File: src/rtl/mac_stream_ctrl_if.sv
// Host-side bundle of the MAC stream controller: job request, operand
// stream and result stream. The master is the host, the slave is the
// controller.
interface mac_stream_ctrl_if #(
  parameter int LEN_W = 4
);
  logic             start;
  logic [LEN_W-1:0] len;
  logic             busy;
  logic             in_valid;
  logic             in_ready;
  logic [7:0]       in_data;
  logic             res_valid;
  logic             res_ready;
  logic [7:0]       res_data;

  modport master (
    output start, len, in_valid, in_data, res_ready,
    input  busy, in_ready, res_valid, res_data
  );

  modport slave (
    input  start, len, in_valid, in_data, res_ready,
    output busy, in_ready, res_valid, res_data
  );
endinterface

File: src/rtl/mac_stream_ctrl.sv
// Operand feeder / result reader for the vedic-multiplier MAC.
// Clears the accumulator, streams LEN operand pairs into it, waits out the
// operand and accumulator register stages, then captures C and holds it on
// the result port until taken.
//
//   state   | meaning
//   --------+---------------------------------------------------------
//   S_IDLE  | waiting for start, MAC operands held at zero
//   S_CLEAR | one-cycle mac_clr pulse, accumulator reset
//   S_FEED  | in_ready high, each accepted beat loads mac_a/mac_b
//   S_DRAIN | two cycles of zero operands so the last product lands in C
//   S_HOLD  | res_valid high, result held until res_ready
module mac_stream_ctrl #(
  parameter int LEN_W = 4
) (
  input  logic              clk,
  input  logic              rst,
  mac_stream_ctrl_if.slave  bus,
  output logic [3:0]        mac_a,
  output logic [3:0]        mac_b,
  output logic              mac_clr,
  input  logic [7:0]        mac_c
);

  typedef enum logic [2:0] {
    S_IDLE,
    S_CLEAR,
    S_FEED,
    S_DRAIN,
    S_HOLD
  } state_t;

  state_t           state_q, state_d;
  logic [LEN_W-1:0] len_q, len_d;
  logic [LEN_W-1:0] cnt_q, cnt_d;
  logic [LEN_W-1:0] cnt_inc;
  logic             drain_q, drain_d;
  logic [3:0]       a_q, a_d;
  logic [3:0]       b_q, b_d;
  logic             clr_q, clr_d;
  logic             res_valid_q, res_valid_d;
  logic [7:0]       res_data_q, res_data_d;

  assign cnt_inc = cnt_q + LEN_W'(1);

  // Next-state and next-output computation; operands default to zero so any
  // cycle without an accepted beat adds nothing to the accumulator.
  always_comb begin
    state_d     = state_q;
    len_d       = len_q;
    cnt_d       = cnt_q;
    drain_d     = drain_q;
    a_d         = 4'd0;
    b_d         = 4'd0;
    clr_d       = 1'b0;
    res_valid_d = res_valid_q;
    res_data_d  = res_data_q;
    case (state_q)
      S_IDLE: begin
        if (bus.start) begin
          len_d   = bus.len;
          cnt_d   = '0;
          clr_d   = 1'b1;
          state_d = S_CLEAR;
        end
      end
      S_CLEAR: begin
        drain_d = 1'b0;
        state_d = (len_q != '0) ? S_FEED : S_DRAIN;
      end
      S_FEED: begin
        // in_ready is 1 throughout FEED, so in_valid alone is the handshake.
        if (bus.in_valid) begin
          a_d   = bus.in_data[3:0];
          b_d   = bus.in_data[7:4];
          cnt_d = cnt_inc;
          if (cnt_inc == len_q) state_d = S_DRAIN;
        end
      end
      S_DRAIN: begin
        drain_d = 1'b1;
        if (drain_q) begin
          drain_d     = 1'b0;
          res_data_d  = mac_c;
          res_valid_d = 1'b1;
          state_d     = S_HOLD;
        end
      end
      S_HOLD: begin
        if (bus.res_ready) begin
          res_valid_d = 1'b0;
          state_d     = S_IDLE;
        end
      end
      default: state_d = S_IDLE;
    endcase
  end

  // State and registered outputs; reset abandons any job in flight.
  always_ff @(posedge clk or posedge rst) begin
    if (rst) begin
      state_q     <= S_IDLE;
      len_q       <= '0;
      cnt_q       <= '0;
      drain_q     <= 1'b0;
      a_q         <= 4'd0;
      b_q         <= 4'd0;
      clr_q       <= 1'b0;
      res_valid_q <= 1'b0;
      res_data_q  <= 8'd0;
    end else begin
      state_q     <= state_d;
      len_q       <= len_d;
      cnt_q       <= cnt_d;
      drain_q     <= drain_d;
      a_q         <= a_d;
      b_q         <= b_d;
      clr_q       <= clr_d;
      res_valid_q <= res_valid_d;
      res_data_q  <= res_data_d;
    end
  end

  assign bus.busy      = (state_q != S_IDLE);
  assign bus.in_ready  = (state_q == S_FEED);
  assign bus.res_valid = res_valid_q;
  assign bus.res_data  = res_data_q;
  assign mac_a         = a_q;
  assign mac_b         = b_q;
  assign mac_clr       = clr_q;

endmodule

File: src/flat_wrapper.sv
// flat-port wrapper written by rule: the top's interface ports become plain ports
module mac_stream_ctrl_flat 
#(
  parameter int LEN_W = 4
)
  (clk, rst, mac_a, mac_b, mac_clr, mac_c, bus_start, bus_len, bus_in_valid, bus_in_data, bus_res_ready, bus_busy, bus_in_ready, bus_res_valid, bus_res_data);
  mac_stream_ctrl_if #(.LEN_W(LEN_W)) bus_i ();
  input  logic clk;
  input  logic rst;
  output logic [3:0] mac_a;
  output logic [3:0] mac_b;
  output logic mac_clr;
  input  logic [7:0] mac_c;
  input wire logic [$bits(bus_i.start)-1:0] bus_start;
  input wire logic [$bits(bus_i.len)-1:0] bus_len;
  input wire logic [$bits(bus_i.in_valid)-1:0] bus_in_valid;
  input wire logic [$bits(bus_i.in_data)-1:0] bus_in_data;
  input wire logic [$bits(bus_i.res_ready)-1:0] bus_res_ready;
  output wire logic [$bits(bus_i.busy)-1:0] bus_busy;
  output wire logic [$bits(bus_i.in_ready)-1:0] bus_in_ready;
  output wire logic [$bits(bus_i.res_valid)-1:0] bus_res_valid;
  output wire logic [$bits(bus_i.res_data)-1:0] bus_res_data;
  assign bus_i.start = bus_start;
  assign bus_i.len = bus_len;
  assign bus_i.in_valid = bus_in_valid;
  assign bus_i.in_data = bus_in_data;
  assign bus_i.res_ready = bus_res_ready;
  assign bus_busy = bus_i.busy;
  assign bus_in_ready = bus_i.in_ready;
  assign bus_res_valid = bus_i.res_valid;
  assign bus_res_data = bus_i.res_data;
  mac_stream_ctrl #(.LEN_W(LEN_W)) u_core (.clk(clk), .rst(rst), .bus(bus_i), .mac_a(mac_a), .mac_b(mac_b), .mac_clr(mac_clr), .mac_c(mac_c));
endmodule
File: config.mk
export PLATFORM = sky130hd
export DESIGN_NAME = mac_stream_ctrl_flat
export DESIGN_NICKNAME = d
export VERILOG_FILES = /design/src/rtl/mac_stream_ctrl_if.sv /design/src/rtl/mac_stream_ctrl.sv /design/src/flat_wrapper.sv
export SDC_FILE = /design/constraint.sdc
export NUM_CORES = 1
export LEC_CHECK = 0
export CAP_MARGIN = 20
export CORE_MARGIN = 2
export CORE_UTILIZATION = 40
export DETAILED_ROUTE_END_ITERATION = 8
export PLACE_DENSITY = 0.74
export SETUP_SLACK_MARGIN = 0.15
export SYNTH_ARGS = -nofsm -noshare
export SYNTH_HDL_FRONTEND = slang
export SYNTH_SLANG_ARGS = --single-unit
File: constraint.sdc
create_clock -name clk -period 2.2 [get_ports clk]
set_input_delay 0.33 -clock clk [delete_from_list [all_inputs] [get_ports clk]]
set_output_delay 0.33 -clock clk [all_outputs]
set_load 0.01 [all_outputs]
==> flow_metrics.env <==
export IMPL_ios=45
export IMPL_initial_utilization=0.419
export IMPL_layout_common_cells="clkdlybuf4s50_1 (44), dfrtp_1 (28), mux2_2 (12), and2_1 (9), o21ai_0 (6)"
export IMPL_rsz0062_at_grt="false"
export IMPL_cts_sinks=30
export IMPL_clockBufferDepth=2
export IMPL_drv_slew=0
export IMPL_final_nets=174
export IMPL_cp_slowest_cell="dfrtp_2"
export IMPL_final_common_cell="clkdlybuf4s50_1"
export IMPL_path_class="reg2out"
export IMPL_synth_edf_count=0
export IMPL_htreeDepth=2
export IMPL_intPower_uw=1500
export IMPL_synthFlopType="dfrtp_1"
export IMPL_p_leak_uw=0.000778
export IMPL_cts_buffers_inserted=5
export IMPL_maxCapViolCount=0
export IMPL_die_y_um=60.3
export IMPL_cts_tree="done"
export IMPL_antenna_found_initial=0
export IMPL_rows=20
export IMPL_synth_async_sr_flop_share=1.00
export IMPL_clk_latency_ns=0.33
export IMPL_hold_viol=0
export IMPL_power_frac_clock=0.144
export IMPL_path_buf_inv=1
export IMPL_start_kind="flip-flop"
export IMPL_yosysWarnings=0
export IMPL_place_hpwl_um=1800
export IMPL_overflow=0
export IMPL_grt_pass1_wl_um=4020
export IMPL_dieArea_mm2=0.00364
export IMPL_final_area_mm2=0.00182
export IMPL_relSlewSlack=0.672
export IMPL_fmax_ghz=0.506
export IMPL_die_w_um=60.3
export IMPL_clock_skew_ns=0.00550
export IMPL_drcViolationCount=0
export IMPL_register_area_um2=753
export IMPL_synth_seq_area_share=0.592
export IMPL_ant_nets=0
export IMPL_clk_pin_slew_worst_paths_ns=0.09
export IMPL_via_per_inst=4.78
export IMPL_timing_final_crit_share=0.898
export IMPL_arrival_ns=1.64
export IMPL_power_density_mw_per_mm2=1220
export IMPL_post_dp_cell_area_mm2=0.00175
export IMPL_finalSetupViolations=0
export IMPL_total_power_uw=2220
export IMPL_root_buffer="clkbuf_4"
export IMPL_finalNonFillerCells=191
export IMPL_min_period_ns=1.97
export IMPL_wire_per_inst_um=12.9
export IMPL_place_gp_congestion=0.719
export IMPL_netlist_area_mm2=0.00127
export IMPL_place_inst=182
export IMPL_crit_family="flip-flops"
export IMPL_syn_to_final_growth_pct=43.7
export IMPL_syn_inst=97
export IMPL_yosysTopAreaCell="dfrtp_1"
export IMPL_netSwitchingFraction=0.325
export IMPL_hold_path_class="in2async"
export IMPL_num_vias=913
export IMPL_tightest_slew_ns=0.491
export IMPL_multiInputGateArea_um2=482
export IMPL_ys_ff_latch=30
export IMPL_grt_pass1_vias=899
export IMPL_critical_path_cell_chain="or3_1 -> clkdlybuf4s50_1"
export IMPL_cp_data_required_time_ns=1.87
export IMPL_diodes=0
export IMPL_synth_top_area_frac=0.592
export IMPL_finalSetupTns_ns=0
export IMPL_postRouteWirelength_um=2460
export IMPL_drive_gt1_frac=0.190
export IMPL_synth_area_top_cells="dfrtp_1 (59%), mux2_2 (11%), and2_1 (4.4%)"
export IMPL_grt_max_degree=19
export IMPL_cp_max_fo=10
export IMPL_synth_fp_nets=123
export IMPL_core_area_mm2=0.00303
export IMPL_switchingPower_uw=720
export IMPL_status="finished, final reports clean"
export IMPL_syn_avg_cell_area_um2=13.1
export IMPL_comb_power_share=0.433
export IMPL_nFillCells=269
export IMPL_max_stage_delay_ns=0.48
export IMPL_p_seq_frac=0.423
export IMPL_peakVddDrop_mv=0.554
export IMPL_grt_usage=0.159
export IMPL_initialDrtViolationCount=23
export IMPL_fin_util=0.602
export IMPL_crit_path_end_kind="primary output"
export IMPL_drt_pass1_iter_count=4
export IMPL_ys_types=31
export IMPL_io_buffers=44
[worst paths after layout]
kind | from | endpoint | slack [ns] | cells after the start
worst min-delay path | rst | u_core.bus.res_data[2] | 0.31 | 2
worst max register to register | u_core.state_q[2] | u_core.bus.res_data[5] | 0.69 | 3
max in group asynchronous | rst | u_core.state_q[0] | 1.27 | 3
worst min register to register | u_core.bus.res_data[1] | u_core.bus.res_data[1] | 0.51 | 1
min in group clk | u_core.bus.res_data[1] | u_core.bus.res_data[1] | 0.51 | 1
worst max-delay path | u_core.state_q[0] | bus_busy | 0.23 | 2
[worst register-to-register path, cell delays in order, from the launching register on]
cell and delay, ns:
dfrtp_1 0.48, and2b_1 0.33, nand3_2 0.24, mux2_2 0.35
[kinds of logic (layout without fill, tap and decap cells)]
| kind of cell | count (synthesis) | after routing | synth area share |
|---|---|---|---|
| and+or+nand+nor | 26 | 26 | 0.148 |
| buffers and inverters | 7 | 57 | 0.0286 |
| DFF | 30 | 30 | 0.592 |
| AOI/OAI and AO/OA | 14 | 14 | 0.0661 |
| adders and majority gates | 1 | 1 | 0.00986 |
| xor gates and xnor gates | 6 | 6 | 0.0414 |
| muxes | 13 | 13 | 0.114 |
[through the flow]
stage | worst slack, ns | hold slack (ns)
after CTS | 0.165 | 0.314
final | 0.225 | 0.309
after detailed placement | 0.433 | 0.495
after global routing | 0.161 | 0.348
after global placement | 0.498 | 0.489
after floorplan | 0.814 | 0.414
[synth_stat cells, types with 2 or more instances]
library cell  instances
a21oi_1               3
xnor2_1               3
inv_1                 3
mux2_2               12
nor2_1                2
nand3_1               2
dfrtp_1              30
and2_1                9
nand2_1               2
buf_2                 2
o31ai_1               2
xor2_1                3
o21ai_0               6
[state kept, by name, summed over array words and instances (netlist names), 3 cells and up]
register / flops
u_core.state_q: 3
u_core.mac_b: 4
u_core.bus.res_data: 8
u_core.mac_a: 4
u_core.len_q: 4
u_core.cnt_q: 4
[final cells by class]
class / instances / area share
inverters: 3 / 0.00618
multi-input cells: 60 / 0.264
flip-flops and latches: 30 / 0.413
clock buffers: 6 / 0.0281
repair buffers: 48 / 0.258
well taps: 44 / 0.0302
[repair_timing]
action,4_1_cts,5_1_grt
hold buffers,0,0
cloned,0,0
setup buffers,0,3
resized for setup,1,1
setup endpoints to repair,1,1
[power by group through the flow]
| stage | Clock [uW] | Combinational [uW] | Sequential (uW) |
|---|---|---|---|
| after floorplan | 0 | 529 | 942 |
| after detailed placement | 0 | 921 | 957 |
| after CTS | 332 | 924 | 949 |
| after global routing | 354 | 1050 | 972 |
| final | 320 | 959 | 937 |
| after global placement | 0 | 899 | 940 |
[routing by layer]
metal  GRT usage  vias up  wire [um]
li1            -      438          -
met1       0.196      439       1100
met2       0.238       28       1150
met3      0.0411        8        128
met4       0.124        0         85
met5           0        -          0
(Power assumes the default switching activity.)
